[src/rtl/multicycle_controller.sv]
// multicycle_controller: main control FSM sequencing ALU, memory and register file for a multicycle RV32I core
module multicycle_controller #(
  parameter bit ILLEGAL_HALT = 1'b0
) (
  input  logic       i_clk,
  input  logic       i_rst,
  input  logic [6:0] i_operand,
  input  logic [2:0] i_funct3,
  input  logic       i_funct7bit5,
  input  logic       i_zeroFlag,
  output logic       o_pcWriteEn,
  output logic       o_adrSrc,
  output logic       o_irWriteEn,
  output logic       o_memWriteEn,
  output logic       o_regWriteEn,
  output logic [1:0] o_aluSrcA,
  output logic [1:0] o_aluSrcB,
  output logic [1:0] o_resultSrc,
  output logic [3:0] o_aluLogicOperation,
  output logic       o_illegal
);
  localparam logic [6:0] OP_LW  = 7'b0000011;
  localparam logic [6:0] OP_SW  = 7'b0100011;
  localparam logic [6:0] OP_R   = 7'b0110011;
  localparam logic [6:0] OP_I   = 7'b0010011;
  localparam logic [6:0] OP_B   = 7'b1100011;
  localparam logic [6:0] OP_JAL = 7'b1101111;

  typedef enum logic [3:0] {
    S_FETCH, S_DECODE, S_MEMADR, S_MEMREAD, S_MEMWB, S_MEMWRITE,
    S_EXEC_R, S_EXEC_I, S_ALUWB, S_BRANCH, S_JAL, S_HALT
  } state_t;

  state_t     state_q, state_d;
  logic       pc_we, adr_src, ir_we, mem_we, reg_we, illegal;
  logic [1:0] src_a, src_b, res_src;
  logic [3:0] alu_op;

  // state register; reset forces FETCH immediately
  always_ff @(posedge i_clk or posedge i_rst)
    if (i_rst) state_q <= S_FETCH;
    else state_q <= state_d;

  // next state and per-state control decode; BRANCH pc load follows the zero flag
  always_comb begin
    state_d = S_FETCH;
    pc_we   = 1'b0;
    adr_src = 1'b0;
    ir_we   = 1'b0;
    mem_we  = 1'b0;
    reg_we  = 1'b0;
    src_a   = 2'b00;
    src_b   = 2'b00;
    res_src = 2'b00;
    alu_op  = 4'b0000;
    illegal = 1'b0;
    case (state_q)
      S_FETCH: begin
        ir_we   = 1'b1;
        src_b   = 2'b10;
        res_src = 2'b10;
        pc_we   = 1'b1;
        state_d = S_DECODE;
      end
      S_DECODE: begin
        src_a = 2'b01;
        src_b = 2'b01;
        case (i_operand)
          OP_LW, OP_SW: state_d = S_MEMADR;
          OP_R:         state_d = S_EXEC_R;
          OP_I:         state_d = S_EXEC_I;
          OP_JAL:       state_d = S_JAL;
          OP_B:         if (i_funct3[2:1] == 2'b00) state_d = S_BRANCH; else illegal = 1'b1;
          default:      illegal = 1'b1;
        endcase
        if (illegal) state_d = ILLEGAL_HALT ? S_HALT : S_FETCH;
      end
      S_MEMADR: begin
        src_a   = 2'b10;
        src_b   = 2'b01;
        state_d = (i_operand == OP_LW) ? S_MEMREAD : (i_operand == OP_SW) ? S_MEMWRITE : S_FETCH;
      end
      S_MEMREAD: begin
        adr_src = 1'b1;
        state_d = S_MEMWB;
      end
      S_MEMWB: begin
        res_src = 2'b01;
        reg_we  = 1'b1;
      end
      S_MEMWRITE: begin
        adr_src = 1'b1;
        mem_we  = 1'b1;
      end
      S_EXEC_R: begin
        src_a   = 2'b10;
        alu_op  = {i_funct7bit5, i_funct3};
        state_d = S_ALUWB;
      end
      S_EXEC_I: begin
        src_a   = 2'b10;
        src_b   = 2'b01;
        alu_op  = {(i_funct3 == 3'b101) & i_funct7bit5, i_funct3};
        state_d = S_ALUWB;
      end
      S_ALUWB: reg_we = 1'b1;
      S_BRANCH: begin
        src_a  = 2'b10;
        alu_op = 4'b1000;
        pc_we  = i_funct3[0] ? ~i_zeroFlag : i_zeroFlag;
      end
      S_JAL: begin
        src_a   = 2'b01;
        src_b   = 2'b10;
        pc_we   = 1'b1;
        state_d = S_ALUWB;
      end
      S_HALT: state_d = S_HALT;
      default: state_d = S_FETCH;
    endcase
  end

  assign o_pcWriteEn         = pc_we & ~i_rst;
  assign o_adrSrc            = adr_src;
  assign o_irWriteEn         = ir_we & ~i_rst;
  assign o_memWriteEn        = mem_we & ~i_rst;
  assign o_regWriteEn        = reg_we & ~i_rst;
  assign o_aluSrcA           = src_a;
  assign o_aluSrcB           = src_b;
  assign o_resultSrc         = res_src;
  assign o_aluLogicOperation = alu_op;
  assign o_illegal           = illegal & ~i_rst;
endmodule

[config.mk]
export PLATFORM = sky130hd
export DESIGN_NAME = multicycle_controller
export DESIGN_NICKNAME = d
export VERILOG_FILES = /design/src/rtl/multicycle_controller.sv
export SDC_FILE = /design/constraint.sdc
export NUM_CORES = 1
export LEC_CHECK = 0
export CORE_UTILIZATION = 33
export DETAILED_ROUTE_END_ITERATION = 8
export PLACE_DENSITY_LB_ADDON = 0.3
export SYNTH_ARGS = -nofsm -noshare
export SYNTH_HDL_FRONTEND = slang
export SYNTH_SLANG_ARGS = --single-unit
export TNS_END_PERCENT = 10
[constraint.sdc]
create_clock -name i_clk -period 1.62 [get_ports i_clk]
set_input_delay 0.324 -clock i_clk [delete_from_list [all_inputs] [get_ports i_clk]]
set_output_delay 0.324 -clock i_clk [all_outputs]
set_load 0.02 [all_outputs]
==> results.py, run 1 <==
metrics = {
    "pwr": {
        "power.share.clock_pct": 12.9,
        "swShare_pct": 45.91,
        "power.density_nw_per_um2": 932.1,
        "leakagePower_nw": 0.5214,
        "combPwrFrac_pct": 72.7,
        "p_sw_uw": 480.3,
        "seq_power_share_pct": 14.5,
        "ir_worst_vdd_v": 0.0006805,
        "p_int_uw": 565.9,
    },
    "critical_path": {
        "crit_fanout": 4,
        "cpMostUsedCell": "buf_4",
        "max_stage_delay_ns": 0.41,
        "cp_top_family": "buffers and inverters",
        "cp_slowest_cell": "dfrtp_2",
        "crit_chain": "inv_1 > buf_4 > nor2_4 > nand4_1 > o21ai_1 > buf_4",
        "arrival_ns": 1.50,
        "worstSetupPathType": "register to output port",
        "end_kind": "output port",
        "required_ns": 1.30,
        "worst-path-buf-inv": 3,
        "cp-start-kind": "register",
    },
    "synthesis": {
        "syn_area_per_cell_um2": 7.046,
        "synth_compound_area_share_pct": 26.64,
        "synth-edff-count": 0,
        "ys_ff_latch": 4,
        "synth_cell_types": 35,
        "synth_mux_area_share_pct": 0,
        "synth_top_family_by_area": "simple AND/OR/NAND/NOR gates",
        "yosys-top-cells-area": "dfrtp_1, nor3_1, nor2_1",
        "synth-xor-area-share_pct": 4.907,
        "synth-adder-area-share_pct": 0,
        "synth.cell_area_um2": 535.5,
        "yosysTopAreaCell": "dfrtp_1",
        "netlist_instances": 76,
        "synthSimpleGateAreaFrac_pct": 40.19,
        "ys_warn_count": 0,
        "async_flop_share_pct": 100.0,
        "ys_seq_area_share_pct": 18.69,
        "synth_top_area_share_pct": 18.69,
        "yosysMostFrequentCell": "nor3_1",
        "synth_common_cells": "nor3_1, nor2_1, nand2_1",
        "synth_flop_cell": "dfrtp_1",
        "synth_nets": 90,
    },
    "placed_design": {
        "placed_area_um2": 1040,
        "gp_congestion": 0.8408,
        "place.port_buffers": 29,
        "dp_hpwl_um": 1509,
        "placedCellCount": 142,
    },
    "cts": {
        "root_buffer": "clkbuf_4",
        "cts.clk_slew.worst_paths_ns": 0.05,
        "cts_tree": "built",
        "cts_made_buffers": 3,
        "cts.path.max_buffers": 2,
        "cts.sink_count": 4,
        "htreeDepth": 1,
        "worst_skew_pair.late_latency_ns": 0.25,
        "postCtsHoldBufs": 0,
    },
    "grt": {
        "grt_pass1_wl_um": 3546,
        "overflow": 0,
        "grt_max_degree": 20,
        "grt_pass1_vias": 780,
        "grt.total_usage_pct": 26.49,
        "grt_antenna_before_repair": 0,
    },
    "cells_and_area": {
        "top_regs": "state_q: 4 flops",
        "utilization_pct": 74.50,
        "n_antenna_cell": 0,
        "fin_cells": 148,
        "drive_above_1_share_pct": 55.30,
        "top_register": "state_q",
        "fin_area_um2": 1122,
        "synthToLayoutAreaGrowth_pct": 109.6,
        "largest_reg_flops": 4,
        "layout.nets": 148,
    },
    "die": {
        "core_um2": 1506,
        "row_count": 14,
        "start_util_pct": 35.55,
        "io_pins": 30,
        "die_x_um": 42.29,
        "die-area_um2": 1788,
        "die_h_um": 42.29,
    },
    "sta": {
        "hold_viol": 0,
        "relSlewSlack_pct": 79.24,
        "period_needed_ns": 1.824,
        "worst_slack_ns": -0.2039,
        "fin_crit_sh_pct": 112.6,
        "setup_violations": 16,
        "fmax_ghz": 0.5483,
        "grt_setup_unrepaired": "yes",
        "worst_pin_slew_ns": 0.3070,
        "finalMaxSlewViolations": 0,
        "fin_skew_ns": 0.01384,
        "setup-tns-final_ns": -1.392,
    },
    "detailed_routing": {
        "ant_nets": 0,
        "drc": 0,
        "vias": 839,
        "viasPerCell": 5.669,
        "drtPass1Iterations": 4,
        "post_drt_wl_per_cell_um": 15.07,
        "routed_wl_um": 2231,
        "drt_iter0_drc": 39,
    },
    "run": {
        "max_cap_viol_count": 0,
    },
    "outcome": {
        "status": "complete, but fails checks",
        "failed_checks": "setup timing",
    },
    "worst_hold_path": {
        "hp-class": "input port to asynchronous set/reset pin",
    },
}
[area by class of cell]
cell class / instances / area [um2]
well taps: 16 / 20.02
fillers: 121 / 384.1
inverters: 4 / 15.01
clock buffers: 3 / 22.52
repair buffers: 60 / 479.2
flip-flops and latches: 4 / 102.6
multi-input cells: 61 / 483.0
[cells in the final DEF, fill, tap and decap left out, drive strengths merged, types with 3 or more instances in the layout]
cell / count
dfrtp: 4
buf: 51
nand2: 5
nor3: 8
nor2: 7
clkbuf: 3
o21ai: 3
inv: 4
a21oi: 3
clkdlybuf4s50: 3
and3: 3
dlygate4sd2: 6
nand2b: 4
[worst reg2reg max path, stage by stage, from the launching register on]
cell and delay, ns:
dfrtp_2 0.45, buf_6 0.17, or3_1 0.40, or3_1 0.31
o211ai_1 0.20
[final timing paths]
path | start | end | slack (ns) | cells past startpoint
worst min register to register | state_q[2]$_DFF_PP0_ | state_q[3]$_DFF_PP0_ | 0.69 | 2
worst min-delay path | i_rst | state_q[3]$_DFF_PP0_ | 0.53 | 3
max in group asynchronous | i_rst | state_q[0]$_DFF_PP0_ | 0.91 | 3
worst max register to register | state_q[0]$_DFF_PP0_ | state_q[0]$_DFF_PP0_ | -0.01 | 4
min in group i_clk | state_q[2]$_DFF_PP0_ | state_q[3]$_DFF_PP0_ | 0.69 | 2
worst max-delay path | state_q[2]$_DFF_PP0_ | o_aluLogicOperation[3] | -0.20 | 6
[layer usage]
layer	GRT usage, %	up-vias	wire length (um)
met1	32.09	393	855
met2	42.15	38	1193
met3	3.879	8	106
li1	-	400	-
met5	0	-	0
met4	19.38	0	75
[metrics by stage]
stage / hold slack (ns) / total power [mW] / setup WS, ns
2_1_floorplan: 0.09008 / 0.4990 / -0.1019
4_1_cts: 0.5275 / 0.9949 / -0.1968
3_3_place_gp: 0.6442 / 0.8531 / -0.9663
6_report: 0.5331 / 1.046 / -0.2039
5_1_grt: 0.5550 / 1.108 / -0.2805
3_5_place_dp: 0.6466 / 0.8696 / -1.029
[power groups by stage]
stage	Combinational [mW]	Clock (mW)	Sequential, mW
floorplan	0.367	0	0.132
global placement	0.717	0	0.136
detailed placement	0.732	0	0.137
CTS	0.713	0.133	0.149
global route	0.814	0.141	0.153
finish	0.760	0.134	0.151
[cells by family (layout without fill, tap and decap cells)]
kind of cell / Yosys count / after routing
flip-flops: 4 / 4
buffers and inverters: 11 / 67
AO/OA/AOI/OAI: 19 / 19
XOR/XNOR: 3 / 3
AND/OR/NAND/NOR: 39 / 39
[timing repair]
action	4_1_cts	5_1_grt
buffers inserted	2	1
setup endpoints to repair	19	18
resized for setup	123	11
gates cloned	0	0
hold endpoints to repair	0	0
pin swaps	7	3
No activity file was read; power rests on OpenSTA's default activity.
==> run 2, diff against run 1 <==
- CORE_MARGIN: not set -> 5
- CTS_BUF_LIST: not set -> sky130_fd_sc_hd__clkbuf_16
- GPL_ROUTABILITY_DRIVEN: not set -> 0
==> run 2 against run 1 <==
The run still ends with setup timing left. Wire length rose by 22%. Maximum frequency rose by 3.6%. Sequential cell count stayed put. Power grew 35%. Non-clock buffer count grew 5. Design area grew 12%. Count of clock-buffer cells in the layout did not move. First-iteration DRC count shrank 33%. Combinational power up 14%. Largest cell class is now non-clock buffers.
==> results.py, run 2 (same netlist as run 1, synthesis figures left out) <==
metrics = {
    "placed_design": {
        "pre_cts_slack_ns": -1.012,
        "place.port_buffers": 29,
        "dp_hpwl_um": 1665,
    },
    "sta": {
        "period_needed_ns": 1.761,
        "setup-tns-final_ns": -0.7016,
        "fmax_ghz": 0.5678,
        "worst_slack_ns": -0.1413,
        "worst_pin_slew_ns": 0.4108,
        "hold_viol": 0,
        "holdWs_ns": 0.5706,
        "finalMaxSlewViolations": 0,
        "relSlewSlack_pct": 72.61,
        "fin_crit_sh_pct": 108.7,
        "grt_setup_unrepaired": "yes",
        "fin_skew_ns": 0.0002156,
        "setup_violations": 11,
    },
    "detailed_routing": {
        "drt_iter0_drc": 26,
        "drc": 0,
        "viasPerCell": 5.771,
        "drtPass1Iterations": 4,
        "vias": 883,
        "post_drt_wl_per_cell_um": 17.79,
        "routed_wl_um": 2722,
        "ant_nets": 0,
    },
    "critical_path": {
        "r2r_end": "state_q[1]$_DFF_PP0_",
        "arrival_ns": 1.44,
        "cp-start-kind": "input port",
        "cpMostUsedCell": "buf_6",
        "worstSetupPathType": "input port to output port",
        "crit_chain": "buf_6 > or4_4 > nor3_4 > nor4_2 > and2_4 > buf_6",
        "r2r_start": "state_q[0]$_DFF_PP0_",
        "worst-path-buf-inv": 2,
        "cp_top_family": "simple AND/OR/NAND/NOR gates",
        "end_kind": "output port",
        "cp_slowest_cell": "or4_4",
        "r2r_cells": 5,
        "timing.reg2reg.setup_slack_ns": -0.01,
        "crit_fanout": 2,
        "max_stage_delay_ns": 0.55,
        "required_ns": 1.30,
    },
    "grt": {
        "grt_pass1_wl_um": 4064,
        "overflow": 0,
        "grt_antenna_before_repair": 0,
        "grt.total_usage_pct": 20.47,
        "grt_pass1_vias": 878,
        "grt_max_degree": 20,
    },
    "cts": {
        "root_buffer": "clkbuf_16",
        "worst_skew_pair.late_latency_ns": 0.23,
        "cts.clk_slew.worst_paths_ns": 0.03,
        "cts.sink_count": 4,
        "cts.path.max_buffers": 2,
        "htreeDepth": 1,
        "cts_tree": "built",
        "postCtsHoldBufs": 0,
        "cts_made_buffers": 3,
    },
    "die": {
        "start_util_pct": 35.14,
        "row_count": 14,
        "die_h_um": 50.29,
        "core_um2": 1524,
        "die_x_um": 50.29,
        "io_pins": 30,
        "die-area_um2": 2529,
    },
    "pwr": {
        "ir_worst_vdd_v": 0.0009054,
        "finalPower_mw": 1.414,
        "leakagePower_nw": 0.5837,
        "power.density_nw_per_um2": 1123,
    },
    "cells_and_area": {
        "drive_above_1_share_pct": 59.85,
        "top_regs": "state_q: 4 flops",
        "mostFrequentLayoutCells": "buf_4, buf_6, nor2_1, dlygate4sd2_1",
        "utilization_pct": 82.59,
        "synthToLayoutAreaGrowth_pct": 135.0,
        "layout.nets": 153,
        "largest_reg_flops": 4,
        "final_common_cell": "buf_4",
        "n_antenna_cell": 0,
        "top_register": "state_q",
    },
    "run": {
        "max_cap_viol_count": 0,
    },
    "worst_hold_path": {
        "hp-class": "input port to asynchronous set/reset pin",
    },
    "outcome": {
        "status": "complete, but fails checks",
        "failed_checks": "setup timing",
    },
}
run 2: worst max path at each step:
stage                                    start        endpoint  slack (ns)  cells past startpoint
after CTS                         i_operand[2]       o_illegal       -0.19                      6
after global routing      state_q[2]$_DFF_PP0_    o_regWriteEn       -0.23                      4
final                              i_funct3[1]       o_illegal       -0.14                      6
after global placement             i_funct3[1]       o_illegal       -0.99                      6
after floorplan           state_q[2]$_DFF_PP0_  o_resultSrc[1]       -0.10                      4
after detailed placement           i_funct3[1]       o_illegal       -1.01                      6
run 2: tightest hold or removal path, stage by stage:
cell	delay, ns
clkdlybuf4s50_1	0.47
buf_4	0.20
inv_1	0.16
run 2: area by class of cell:
cell class / instances / area [um2]
tap: 16 / 20.02
timing repair buffer: 65 / 544.3
sequential: 4 / 101.3
inverter: 4 / 15.01
multi-input combinational: 61 / 503.0
clock buffer: 3 / 75.07
fill: 103 / 265.3
run 2: per-stage QoR:
step                      std cells  area, um2
after global routing            153       1259
after detailed placement        145       1062
after floorplan                  76      555.5
after global placement          145       1062
final                           153       1259
after CTS                       152       1179
run 2: routing by layer:
metal | vias to the layer above | part of all wire [%] | GRT usage, %
met5 | - | 0 | 0
met4 | 0 | 1.4 | 10.04
met3 | 4 | 6.2 | 2.959
met2 | 45 | 54 | 38.08
met1 | 420 | 39 | 22.02
li1 | 414 | - | -
run 2: power by group:
group	switching [mW]	total [mW]	internal, mW
clock network	0.0816	0.398	0.317
logic	0.433	0.864	0.432
registers	0.0320	0.151	0.119
total	0.546	1.41	0.867
run 2: repair_timing:
action / CTS / global route
setup endpoints to repair: 19 / 15
pin swaps: 9 / 5
buffers inserted: 4 / 1
gates resized for setup: 122 / 22
==> run 3, diff against run 2 <==
- GPL_ROUTABILITY_DRIVEN: 0 -> not set
==> results of run 3 <==
Final layout, timing and power as in run 2 (identical DEF).
